## config.mk

```make
export PLATFORM = sky130hd
export DESIGN_NAME = regfile_write_queue
export DESIGN_NICKNAME = d
export VERILOG_FILES = /design/src/rtl/regfile_write_queue.sv
export SDC_FILE = /design/constraint.sdc
export NUM_CORES = 1
export LEC_CHECK = 0
export BUFFER_PORTS_ARGS = -buffer_cell sky130_fd_sc_hd__clkbuf_2
export CAP_MARGIN = 20
export CORE_ASPECT_RATIO = 1.1
export CORE_MARGIN = 2
export CORE_UTILIZATION = 60
export CTS_BUF_LIST = sky130_fd_sc_hd__clkbuf_2 sky130_fd_sc_hd__clkbuf_4 sky130_fd_sc_hd__clkbuf_8
export DETAILED_ROUTE_END_ITERATION = 6
export PLACE_DENSITY = 0.84
export SYNTH_ARGS = -nofsm -noshare
export SYNTH_HDL_FRONTEND = slang
export SYNTH_SLANG_ARGS = --single-unit
```

## constraint.sdc

```tcl
create_clock -name clk -period 4.2 [get_ports clk]
set_input_delay 0.21 -clock clk [delete_from_list [all_inputs] [get_ports clk]]
set_output_delay 0.21 -clock clk [all_outputs]
set_load 0.03 [all_outputs]
```

## src/rtl/regfile_write_queue.sv

```systemverilog
`default_nettype none
// ============================================================================
// Module   : regfile_write_queue
// Purpose  : FIFO-buffered write front end for the register file, with
//            youngest-wins read-after-write forwarding on both read ports.
// Revision : 1.0 - initial release
// ============================================================================
module regfile_write_queue #(
    parameter int DEPTH = 4,
    parameter int AW    = 5,
    parameter int DW    = 32
) (
    input  logic                     clk,
    input  logic                     rst_n,
    input  logic                     in_valid,
    output logic                     in_ready,
    input  logic [AW-1:0]            in_reg,
    input  logic [DW-1:0]            in_data,
    input  logic                     drain_stall,
    output logic                     write,
    output logic [AW-1:0]            wreg,
    output logic [DW-1:0]            wdata,
    input  logic [AW-1:0]            rno1,
    input  logic [AW-1:0]            rno2,
    output logic                     fwd_hit1,
    output logic [DW-1:0]            fwd_data1,
    output logic                     fwd_hit2,
    output logic [DW-1:0]            fwd_data2,
    output logic [$clog2(DEPTH):0]   count
);

    localparam int               c_PW       = $clog2(DEPTH);
    localparam logic [c_PW-1:0]  c_PTR_ONE  = 1;
    localparam logic [c_PW:0]    c_CNT_ONE  = 1;
    localparam logic [c_PW:0]    c_CNT_FULL = (c_PW+1)'(DEPTH);

    logic [AW-1:0]   r_mem_reg  [DEPTH];
    logic [DW-1:0]   r_mem_data [DEPTH];
    logic [c_PW-1:0] r_head;
    logic [c_PW-1:0] r_tail;
    logic [c_PW:0]   r_count;
    logic            r_write;
    logic [AW-1:0]   r_wreg;
    logic [DW-1:0]   r_wdata;

    logic            w_push;
    logic            w_pop;
    logic [AW-1:0]   w_rno [2];

    // Full-ness alone gates acceptance; a same-cycle pop never frees a slot early.
    assign in_ready = (r_count < c_CNT_FULL);
    assign w_push   = in_valid && in_ready;
    assign w_pop    = (r_count != '0) && !drain_stall;

    assign count    = r_count;
    assign write    = r_write;
    assign wreg     = r_wreg;
    assign wdata    = r_wdata;

    always_ff @(posedge clk) begin
        if (w_push) begin
            r_mem_reg[r_tail]  <= in_reg;
            r_mem_data[r_tail] <= in_data;
        end
    end

    always_ff @(posedge clk) begin
        if (!rst_n) begin
            r_head  <= '0;
            r_tail  <= '0;
            r_count <= '0;
            r_write <= 1'b0;
            r_wreg  <= '0;
            r_wdata <= '0;
        end else begin
            if (w_push) begin
                r_tail <= r_tail + c_PTR_ONE;
            end
            if (w_pop) begin
                r_head  <= r_head + c_PTR_ONE;
                r_wreg  <= r_mem_reg[r_head];
                r_wdata <= r_mem_data[r_head];
            end
            r_write <= w_pop;
            case ({w_push, w_pop})
                2'b10:   r_count <= r_count + c_CNT_ONE;
                2'b01:   r_count <= r_count - c_CNT_ONE;
                default: r_count <= r_count;
            endcase
        end
    end

    assign w_rno[0] = rno1;
    assign w_rno[1] = rno2;

    for (genvar p = 0; p < 2; p++) begin : g_fwd
        logic            w_hit;
        logic [DW-1:0]   w_data;
        logic [c_PW-1:0] w_idx;

        // Scan oldest to youngest so later matches overwrite earlier ones.
        always_comb begin
            w_hit  = r_write && (r_wreg == w_rno[p]);
            w_data = w_hit ? r_wdata : '0;
            w_idx  = '0;
            for (int i = 0; i < DEPTH; i++) begin
                w_idx = r_head + c_PW'(i);
                if (((c_PW+1)'(i) < r_count) && (r_mem_reg[w_idx] == w_rno[p])) begin
                    w_hit  = 1'b1;
                    w_data = r_mem_data[w_idx];
                end
            end
        end
    end

    assign fwd_hit1  = g_fwd[0].w_hit;
    assign fwd_data1 = g_fwd[0].w_data;
    assign fwd_hit2  = g_fwd[1].w_hit;
    assign fwd_data2 = g_fwd[1].w_data;

endmodule
`default_nettype wire

```

# Word level (Yosys, flattened, before mapping)
# Memory sizes are Yosys's and may differ from the RTL's. A register that Yosys moved wholly into a read port is not among the register bits.
# Index checks and enable logic that the tools add are counted.
word_totals:
  n_memories: 2
  in_bits: 51
  latch_bits: 0
  elab_cells: 71
  mem_bits_ro: 0
  ff_bits: 45
  ram_bits: 148
op_classes:
  shifts: 0
  mul: 0
  n_bitwise: 0
  mux: 25
  n_addsub: 6
  eq_ne: 12
  n_reduce_logical: 15
  div_mod_pow: 0
  magnitude_cmp: 5
memory_table:
  columns: ["memory", "words", "word_bits", "rd", "rd_clocked_by_memory_dff", "write_ports", "line", "source"]
  rows:
  - ["r_mem_data", 4, 32, 4, 1, 1, "38", "logic [DW-1:0] r_mem_data [DEPTH];"]
  - ["r_mem_reg", 4, 5, 4, 1, 1, "37", "logic [AW-1:0] r_mem_reg [DEPTH];"]
op_table:
  columns: ["cell", "count"]
  rows:
  - ["$mux 32", 10]
  - ["$eq 5x5->1", 10]
  - ["$logic_and 1x1->1", 12]
  - ["$mux 1", 10]
  - ["$mux 2", 4]
  - ["$lt 1x3->1 const A", 2]
  - ["$lt 2x3->1 const A", 2]
  - ["$pmux 3 s2", 1]
  - ["$add 2x1->2 const B", 2]
  - ["$add 2x2->2 const B", 2]
  - ["$add 3x1->3 const B", 1]
  - ["$lt 3x3->1 const B", 1]
  - ["$reduce_bool 3->1", 1]
  - ["$sub 3x1->3 const B", 1]
  - ["$eq 2x1->1 const B", 1]
  - ["$eq 2x2->1 const B", 1]
  - ["$reduce_bool 2->1", 1]
  - ["$logic_not 1->1", 1]

# Logic depth before layout (Yosys ltp)
# Gate-level depths: netlist of the first run.
logic_depth:
  word_depth: 7
  mapped_depth: 11

# Worst setup path before layout of the first run
# OpenSTA, ideal clock, no wires.
synth_path:
  path_type: "register to output"
  from: "reg r_head[0]"
  to: "out fwd_data1[30]"
  arrival_ps: 2715
  path_slack_ps: 1275
  stages_incl_launch_ff: 11
  cell_sequence: "dfxtp_1 -> buf_6 -> mux4_2 -> xnor2_1 -> nand2b_1 -> clkbuf_1 -> or2_1 -> buf_6 -> nand2_8 -> buf_6 -> o31ai_1"
synth_between:
  elab_chain_len: 7
  elab_cells_between_ends: 14
  cone_classes: "3 x add/sub; 3 x eq/ne; 3 x mux; 3 x reduce/logical; 2 x memory"
synth_rtl:
  columns: ["item", "line", "source"]
  rows:
  - ["start: declaration", "39", "logic [c_PW-1:0] r_head;"]
  - ["start signal: assignment", "80", "r_head <= r_head + c_PTR_ONE;"]
  - ["$add 2x1->2", "107", "w_idx = r_head + c_PW'(i);"]
  - ["$mem_v2 4x5", null, null]
  - ["$eq 5x5->1", "108", "if (((c_PW+1)'(i) < r_count) && (r_mem_reg[w_idx] == w_rno[p])) begin"]
  - ["$logic_and 1x1->1", "108", null]
  - ["$mux 32 (2 in series)", "108", null]
  - ["$mux 32 *", "108", null]
  - ["end: declaration", "26", "output logic [DW-1:0] fwd_data1,"]
# Every way passes the cells marked *; elsewhere a longest branch is shown, timed or not.

==> run_results.csv, run 1 <==
group,metric,value,unit
grt,track_usage,33.06,%
timing,post-route-min-period,4.018,ns
critical_path,slowest_stage,"dfxtp_2",
grt,top_usage_layer,"met2",
logic_synthesis,synth.distinct_cells,53,
logic_synthesis,yosysWarnings,0,
drt,drt-total-wl,39.55,mm
logic_synthesis,synthTopCellsByArea,"edfxtp_1 (33%), mux4_2 (14%), dfxtp_1 (6.9%)",
logic_synthesis,yosysTopAreaCellShare,32.59,%
drt,routedWlPerCell,24.26,um
grt,use_met3,6.011,%
worst_hold_path,hold_path_class,"in2reg",
power,peakVddDrop,0.2844,mV
die,die-area,23950,sq um
drt,vias,11460,
grt,met2_usage,53.17,%
final_layout,nNetsFinal,1382,
placement,place_area,14460,sq um
drt,drt_pass1_iterations,6,
logic_synthesis,synthMostInstantiatedCell,"edfxtp_1",
clocking,cts_buffers,17,
die,die_w,147.7,um
critical_path,reg2regPathDepth,9,
timing,worst_slew_pin_slew,1.090,ns
timing,max_freq,248.9,MHz
critical_path,crit_path_end_kind,"output pin",
die,die-height,162.1,um
final_layout,fin_util,68.68,%
logic_synthesis,syn_avg_cell_area,11.42,sq um
logic_synthesis,synth_edf_count,148,
power,p_sw_share,43.35,%
logic_synthesis,synthesis.nets,1254,
clocking,clk_latency,0.49,ns
logic_synthesis,synth_flop_cell,"edfxtp_1",
clocking,cts_max_level,4,
clocking,clock-root-buffer,"clkbuf_8",
outcome,status,"complete, no violations",
final_layout,postLayoutCellArea,15230,sq um
timing,fin_crit_sh,95.65,%
grt,grt_pass1_vias,11300,
critical_path,path_cells,"mux4_2 -> xor2_1 -> nor4_2 -> and2_2 -> buf_4 -> a221oi_1 -> o31ai_1 -> clkbuf_2",
logic_synthesis,netlist_area,13640,sq um
power,clockPowerShare,15.4,%
power,p_comb_share,49.2,%
worst_hold_path,min_path_cells,1,
logic_synthesis,ys_ff_latch,195,
power,p_seq_share,35.3,%
power,cellInternalPower,4.322,mW
timing,hold_violations,0,
timing,finClkSkew,0.01558,ns
power,leakagePower,5.359,nW
placement,dpl.hpwl,25.43,mm
die,num_rows,57,
clocking,clk_path_buf_depth,2,
power,finalPower,7.629,mW
final_layout,drive_above_1_share,30.26,%
die,fp.coreArea,22180,sq um
grt,antenna_found_initial,1,
final_layout,fillers,1592,
clocking,clkSinkCount,195,
die,initial_utilization,61.48,%
logic_synthesis,ys_async_sr_fraction,0,%
logic_synthesis,synthTopCellsByCount,"edfxtp_1 (148), nand2_1 (135), mux4_2 (83), o211ai_1 (78), clkbuf_1 (65)",
timing,max_slew_margin,27.35,%
critical_path,cp_max_fo,16,
run,maxCapViolCount,0,
timing,finalSetupViolCount,0,
final_layout,final_cell_count_no_fill,1630,
power,p_switching,3.308,mW
drt,final_antenna_net_count,0,
placement,finalWeightedCongestion,0.8833,
drt,drt-vias-per-instance,7.031,
logic_synthesis,synth_area_leader_cell,"edfxtp_1",
grt,grt_use_met1,43.27,%
critical_path,crit_required,3.99,ns
grt,overflow,0,
final_layout,largest_reg_flops,128,
placement,port_buffers,158,
power,power_density,500.8,nW/um^2
critical_path,slowest_delay,0.69,ns
timing,setup_tns,0,ns
drt,drc_errors,0,
critical_path,crit_type,"reg2out",
grt,grt_pass1_wl,61.18,mm
timing,drv_slew,0,
logic_synthesis,yosysSeqAreaShare,39.49,%
grt,grt_max_degree,67,
critical_path,critical_path_arrival,3.81,ns
clocking,cts_tree,"done",
final_layout,antenna_cells,0,
drt,first_iter_violations,1353,
timing,grt_setup_unrepaired,"no",
final_layout,areaGrowthSynthToFinish,11.71,%
logic_synthesis,syn_inst,1194,
placement,dp_cells,1560,
critical_path,crit_path_start_kind,"flop",
die,io_pins,159,
clocking,clk_pin_slew_worst_paths,0.11,ns
placed cells by master, fill, tap and decap left out, types with 4 or more instances in the layout:
cell and instances:
o31ai_2 22, clkbuf_2 158, mux2i_1 62, ha_1 9
nand4_1 5, a21oi_1 33, xnor2_1 36, o21ai_0 11
dlygate4sd3_1 36, a221oi_1 34, dfxtp_1 43, inv_6 4
nand2_1 135, a221oi_2 30, inv_1 7, nand3_1 42
nor3_1 26, mux4_2 83, clkbuf_8 17, buf_12 4
and2_1 31, buf_4 33, o31a_1 23, or3_1 4
and2_2 6, edfxtp_1 148, a21boi_0 38, or2_2 7
xor2_1 22, o211ai_1 78, nor2_1 36, nand2b_1 8
mux2_2 8, nor2b_1 25, nor3b_1 24
metal layers:
metal | vias up | part of all wire (%) | wire length, um
met5 | - | 0.071 | 28
met4 | 2 | 4.3 | 1711
met3 | 181 | 12 | 4632
met2 | 910 | 48 | 18850
met1 | 5471 | 36 | 14330
li1 | 4897 | - | -
critical path: cells and delay by family, from the launching register on:
kind	cells	cell delay, ns
compound gates	2	0.55
xor+xnor	1	0.17
buf+inv	2	0.61
flops	1	0.69
mux	1	0.63
simple gates	2	0.64
cell type report:
type | instances | area (sq um) | share of cell area (%)
Clock buffer | 19 | 249.0 | 1.634
Multi-Input combinational cell | 868 | 7585 | 49.79
Sequential cell | 195 | 5395 | 35.42
Timing Repair Buffer | 232 | 1490 | 9.782
Inverter | 8 | 30.03 | 0.1971
Clock inverter | 13 | 115.1 | 0.7556
Tap cell | 295 | 369.1 | 2.423
power by group through the flow:
stage | Combinational [mW] | Clock (mW) | Sequential [mW]
floorplan | 2.76 | 0 | 2.77
global placement | 3.56 | 0 | 2.71
detailed placement | 3.65 | 0 | 2.73
CTS | 3.70 | 1.18 | 2.69
global route | 4.01 | 1.25 | 2.73
finish | 3.76 | 1.18 | 2.70
final timing paths:
kind | startpoint | endpoint | slack (ns)
worst max register to register | count[0] | count[2] | 1.30
worst max-delay path | flop | fwd_data1[0] | 0.18
worst min register to register | wdata[29] | wdata[29] | 0.53
worst min-delay path | in_data[30] | r_mem_data[2][30] | 0.02
stage by stage:
| step | hold slack, ns | worst slack [ns] |
|---|---|---|
| floorplan | 0.3089 | 1.275 |
| global placement | 0.4244 | 0.7929 |
| detailed placement | 0.4305 | 0.7001 |
| CTS | 0.0004243 | 0.1781 |
| global route | 0.01819 | 0.06545 |
| finish | 0.01974 | 0.1825 |
cell families after synthesis:
group           synth area share, %
compound gates                17.70
xor+xnor                      3.844
fa+ha+maj                    0.8258
buf+inv                       5.202
flops                         39.49
mux                           19.60
simple gates                  13.34
timing repair:
action                                 in CTS  in global routing
setup endpoints to repair                   0                  6
endpoints found under the hold margin     144                  0
hold buffers                               36                  0
resized for setup                           0                  2
setup buffers                               0                  0
Power figures use the tool's default switching activity.
==> inputs of run 2 (changes only) <==
--- a/config.mk
+++ b/config.mk
@@ -8,3 +8,2 @@
 export BUFFER_PORTS_ARGS = -buffer_cell sky130_fd_sc_hd__clkbuf_2
-export CAP_MARGIN = 20
 export CORE_ASPECT_RATIO = 1.1
==> constraint.sdc (replaced) <==
create_clock -name clk -period 4.2 [get_ports clk]
set_input_delay 0.84 -clock clk [delete_from_list [all_inputs] [get_ports clk]]
set_output_delay 0.84 -clock clk [all_outputs]
set_load 0.03 [all_outputs]
==> run 2 against run 1 <==
Against the previous run:
- utilization shrank 0.60 points
- die area is the same
- power grew 2.1%
- clock-buffer cell count shrank 1
- via count is essentially flat
- global-route usage is essentially flat
- largest cell class unchanged
- worst hold slack gained 0.51 ns
- critical path depth grew 1
==> run_results.csv, run 2 (synthesized netlist as in run 1, its figures left out) <==
group,metric,value,unit
timing,finClkSkew,0.01938,ns
timing,finalSetupViolCount,0,
critical_path,critical_path_arrival,3.28,ns
drt,vias,11470,
run,maxCapViolCount,0,
clocking,clk_pin_slew_worst_paths,0.11,ns
final_layout,postLayoutCellArea,15100,sq um
clocking,hold_buffers,0,
final_layout,drive_above_1_share,31.73,%
grt,grt_pass1_wl,61.08,mm
critical_path,cp_max_fo,17,
drt,first_iter_violations,1601,
placement,finalWeightedCongestion,0.9409,
timing,max_slew_margin,30.60,%
placement,port_buffers,158,
clocking,clkSinkCount,195,
power,power_density,516.1,nW/um^2
clocking,cts_tree,"done",
power,leakagePower,5.327,nW
clocking,cts_max_level,4,
drt,final_antenna_net_count,0,
grt,antenna_found_initial,1,
power,peakVddDrop,0.3972,mV
grt,track_usage,33.07,%
drt,routedWlPerCell,24.84,um
die,die-area,23950,sq um
clocking,clk_latency,0.48,ns
die,initial_utilization,61.48,%
timing,post-route-min-period,4.119,ns
drt,drt-total-wl,39.90,mm
timing,worst_slew_pin_slew,1.041,ns
clocking,cts_buffers,17,
critical_path,crit_required,3.36,ns
die,die_w,147.7,um
placement,dpl.hpwl,25.04,mm
final_layout,areaGrowthSynthToFinish,10.73,%
final_layout,final_cell_mix,"clkbuf_2 (152), edfxtp_1 (148), nand2_1 (135), mux4_2 (83), o211ai_1 (78)",
drt,drt_pass1_iterations,6,
final_layout,antenna_cells,0,
die,num_rows,57,
die,die-height,162.1,um
clocking,clock-root-buffer,"clkbuf_8",
timing,fin_crit_sh,98.07,%
final_layout,final_cell_count_no_fill,1606,
die,fp.coreArea,22180,sq um
outcome,status,"complete, no violations",
critical_path,crit_path_start_kind,"flop",
clocking,clk_path_buf_depth,2,
die,io_pins,159,
timing,hold_violations,0,
worst_hold_path,hold_path_class,"reg2reg",
final_layout,largest_reg_flops,128,
drt,drc_errors,0,
placement,place_area,14520,sq um
critical_path,crit_type,"reg2out",
critical_path,crit_path_end_kind,"output pin",
drt,drt-vias-per-instance,7.141,
final_layout,mostFrequentLayoutCell,"clkbuf_2",
grt,grt_pass1_vias,11070,
placement,dp_cells,1562,
final_layout,nNetsFinal,1358,
grt,grt_max_degree,97,
timing,max_freq,242.8,MHz
grt,overflow,0,
timing,hold_ws,0.5261,ns
timing,drv_slew,0,
run 2: changes by cell type in the layout (fill, tap and decap cells not counted), sizes merged, moves of 3 or more:
| cell | change |
|---|---|
| clkbuf | -5 |
| bufinv | +3 |
| dlygate4sd3 | -36 |
| buf | +14 |
| clkinv | +4 |
| inv | -5 |
run 2: routing by layer:
metal  global-route usage (%)  share of wire (%)
met1                    42.47                 36
met2                    52.60                 46
met3                    8.315                 13
met4                    16.43                4.9
met5                        0                  0
run 2: path summary, 6_finish.rpt:
check | startpoint | endpoint | slack [ns] | cells after the start
setup / recovery | r_mem_reg[3][1] | fwd_data1[13] | 0.08 | 9
hold / removal | wdata[30] | wdata[30] | 0.53 | 2
setup reg to reg | count[2] | r_mem_data[0][10] | 1.82 | 3
hold reg to reg | wdata[30] | wdata[30] | 0.53 | 2
run 2: repair_timing:
action / 4_1_cts / 5_1_grt
setup endpoints to repair: 60 / 49
pin swaps: 2 / 3
buffers inserted: 8 / 2
gates cloned: 1 / 1
resized for setup: 6 / 14
run 2: critical path, cell delays in order, from the launching register on:
cell	delay, ns
edfxtp_1	0.47
mux4_2	0.56
xor2_1	0.18
nor4_2	0.34
buf_4	0.18
a21oi_4	0.05
buf_4	0.25
a221oi_2	0.33
o211ai_1	0.21
clkbuf_2	0.23
run 2: cell type report:
type                            count  area [sq um]
Sequential cell                   195          5398
Clock inverter                     14         160.2
Timing Repair Buffer              207          1297
Clock buffer                       18         241.5
Fill cell                        1597          7079
Tap cell                          295         369.1
Multi-Input combinational cell    869          7605
Inverter                            8         30.03
run 2: power breakdown:
part           total [mW]  internal, mW  switching (mW)
Sequential           2.64          2.36           0.289
Combinational        3.87          1.55            2.32
Clock                1.28         0.592           0.684
Total                7.79          4.50            3.30
run 2: through the flow:
step                      setup TNS [ns]  power, mW  setup WS [ns]  utilization (%)
after floorplan                        0      5.536         0.3151                -
after global placement                 0      6.303         0.3341            65.48
after detailed placement               0      6.410         0.2924            65.48
after CTS                              0      7.721        0.02807            67.85
after global routing           -0.007798      8.144      -0.007798            68.08
final                                  0      7.793        0.08127            68.08
==> inputs of run 3 (changes only) <==
CORE_UTILIZATION = 37   (was 60)
PLACE_DENSITY = 0.57   (was 0.84)
==> run 3 against run 2 <==
Against the previous run:
- clock skew is 0.0022 ns higher
- worst hold slack worse by 0.0039 ns
- setup slack better by 0.020 ns
- combinational power hardly changed
- register-to-register slack better by 0.11 ns
- power is 0.16% lower
- critical path depth is 1 higher
- clock-buffer cell count is 1 higher
- non-clock buffer count is 2 lower
- critical path type unchanged
==> run_results.csv, run 3 (synthesized netlist as in run 1, its figures left out) <==
group,metric,value,unit
outcome,status,"complete, no violations",
critical_path,r2r_slack,1.93,ns
timing,fin_crit_sh,97.59,%
final_layout,nNetsFinal,1355,
drt,routedWlPerCell,24.18,um
grt,antenna_found_initial,2,
placement,dpl.hpwl,28.11,mm
timing,setup_tns,0,ns
timing,grt_setup_unrepaired,"yes",
timing,worst_slew_pin_slew,1.125,ns
timing,drv_slew,0,
run,maxCapViolCount,0,
grt,grt_pass1_wl,66.44,mm
clocking,clock-root-buffer,"clkbuf_8",
critical_path,rr_endpoint,"r_mem_data[1][6]",
timing,max_slew_margin,24.97,%
critical_path,crit_required,3.36,ns
critical_path,cp_max_fo,32,
final_layout,drive_above_1_share,32.11,%
final_layout,areaGrowthSynthToFinish,12.83,%
power,finalPower,7.780,mW
timing,finClkSkew,0.02161,ns
clocking,cts_buffers,17,
final_layout,final_cell_count_no_fill,1797,
final_layout,fin_util,42.43,%
grt,grt_pass1_vias,10960,
critical_path,crit_type,"reg2out",
critical_path,crit_path_end_kind,"output pin",
drt,first_iter_violations,857,
grt,grt_max_degree,98,
timing,post-route-min-period,4.099,ns
placement,place_area,14840,sq um
critical_path,slowest_delay,0.56,ns
timing,hold_ws,0.5222,ns
placement,port_buffers,158,
die,fp.coreArea,36260,sq um
final_layout,final_cell_mix,"clkbuf_2 (157), edfxtp_1 (148), nand2_1 (135), mux4_2 (83), o211ai_1 (78)",
critical_path,path_cells,"mux4_2 -> xor2_1 -> nor4_2 -> buf_4 -> a21oi_4 -> buf_12 -> a221oi_2 -> o211ai_1 -> buf_4 -> clkbuf_2",
die,die-height,205.4,um
die,initial_utilization,37.61,%
clocking,cts_max_level,4,
power,leakagePower,5.320,nW
die,num_rows,73,
final_layout,mostFrequentLayoutCell,"clkbuf_2",
critical_path,crit_path_start_kind,"flop",
clocking,cts_tree,"done",
timing,finalSetupViolCount,0,
timing,max_freq,244.0,MHz
final_layout,postLayoutCellArea,15390,sq um
power,power_density,505.7,nW/um^2
final_layout,fillers,3435,
drt,drc_errors,0,
grt,track_usage,22.90,%
critical_path,rr_startpoint,"count[2]",
critical_path,critPathLaunch,"r_mem_reg[3][2]",
clocking,clkSinkCount,195,
power,peakVddDrop,0.3438,mV
worst_hold_path,min_path_cells,2,
clocking,clk_path_buf_depth,2,
die,die_w,187.0,um
drt,vias,10810,
clocking,clk_pin_slew_worst_paths,0.10,ns
final_layout,largest_reg_flops,128,
critical_path,critical_path_arrival,3.26,ns
grt,overflow,0,
critical_path,reg2regPathDepth,3,
critical_path,crit_path_end,"fwd_data1[10]",
clocking,clk_latency,0.49,ns
critical_path,crit_top_cell,"buf_4",
drt,drt-total-wl,43.46,mm
worst_hold_path,hold_path_class,"reg2reg",
placement,dp_slack,0.2975,ns
die,die-area,38410,sq um
drt,final_antenna_net_count,0,
drt,drt_pass1_iterations,5,
timing,hold_violations,0,
placement,dp_cells,1755,
timing,finalWorstSetupSlack,0.1012,ns
critical_path,slowest_stage,"mux4_2",
die,io_pins,159,
drt,drt-vias-per-instance,6.018,
placement,finalWeightedCongestion,0.8118,
## run 3: how the worst min path moves through the flow
stage	start	to	slack, ns
final	wdata[25]	wdata[25]	0.52
after detailed placement	wdata[25]	wdata[25]	0.51
after CTS	wdata[25]	wdata[25]	0.52
after global routing	wdata[25]	wdata[25]	0.54
after global placement	wdata[30]	wdata[30]	0.50
after floorplan	wdata[0]	wdata[0]	0.61
## run 3: routing by layer
metal / vias up / track usage [%] / wire [um]
met5: - / 0.1282 / 13
met3: 76 / 4.537 / 2770
met4: 2 / 8.702 / 1148
met2: 447 / 40.18 / 21780
met1: 5443 / 27.88 / 17750
li1: 4846 / - / -
## run 3: what timing repair did
| action | in CTS | in global routing |
|---|---|---|
| setup buffers | 4 | 3 |
| gates cloned | 1 | 0 |
| pin swaps | 1 | 2 |
| setup endpoints to repair | 40 | 29 |
| hold buffers | 0 | 0 |
| resized for setup | 3 | 9 |
## run 3: critical path, delay by kind of cell (launching register included)
family | cells | cell delay, ns
mux | 1 | 0.56
simple gates | 1 | 0.31
compound gates | 3 | 0.50
flops | 1 | 0.49
xor+xnor | 1 | 0.17
buf+inv | 4 | 0.74
## run 3: cell type report
| class | count | area [sq um] | area share, % |
|---|---|---|---|
| Antenna cell | 2 | 5.005 | 0.03253 |
| Multi-Input combinational cell | 868 | 7627 | 49.57 |
| Inverter | 8 | 30.03 | 0.1952 |
| Tap cell | 487 | 609.3 | 3.960 |
| Clock inverter | 13 | 156.4 | 1.017 |
| Clock buffer | 19 | 249.0 | 1.618 |
| Timing Repair Buffer | 205 | 1311 | 8.522 |
| Sequential cell | 195 | 5398 | 35.08 |
## run 3: where the power goes
group | switching (mW) | leakage (nW) | total, mW | internal (mW)
Clock | 0.694 | 0.198 | 1.29 | 0.600
Combinational | 2.29 | 3.38 | 3.84 | 1.55
Sequential | 0.289 | 1.74 | 2.64 | 2.35
Total | 3.28 | 5.32 | 7.78 | 4.50
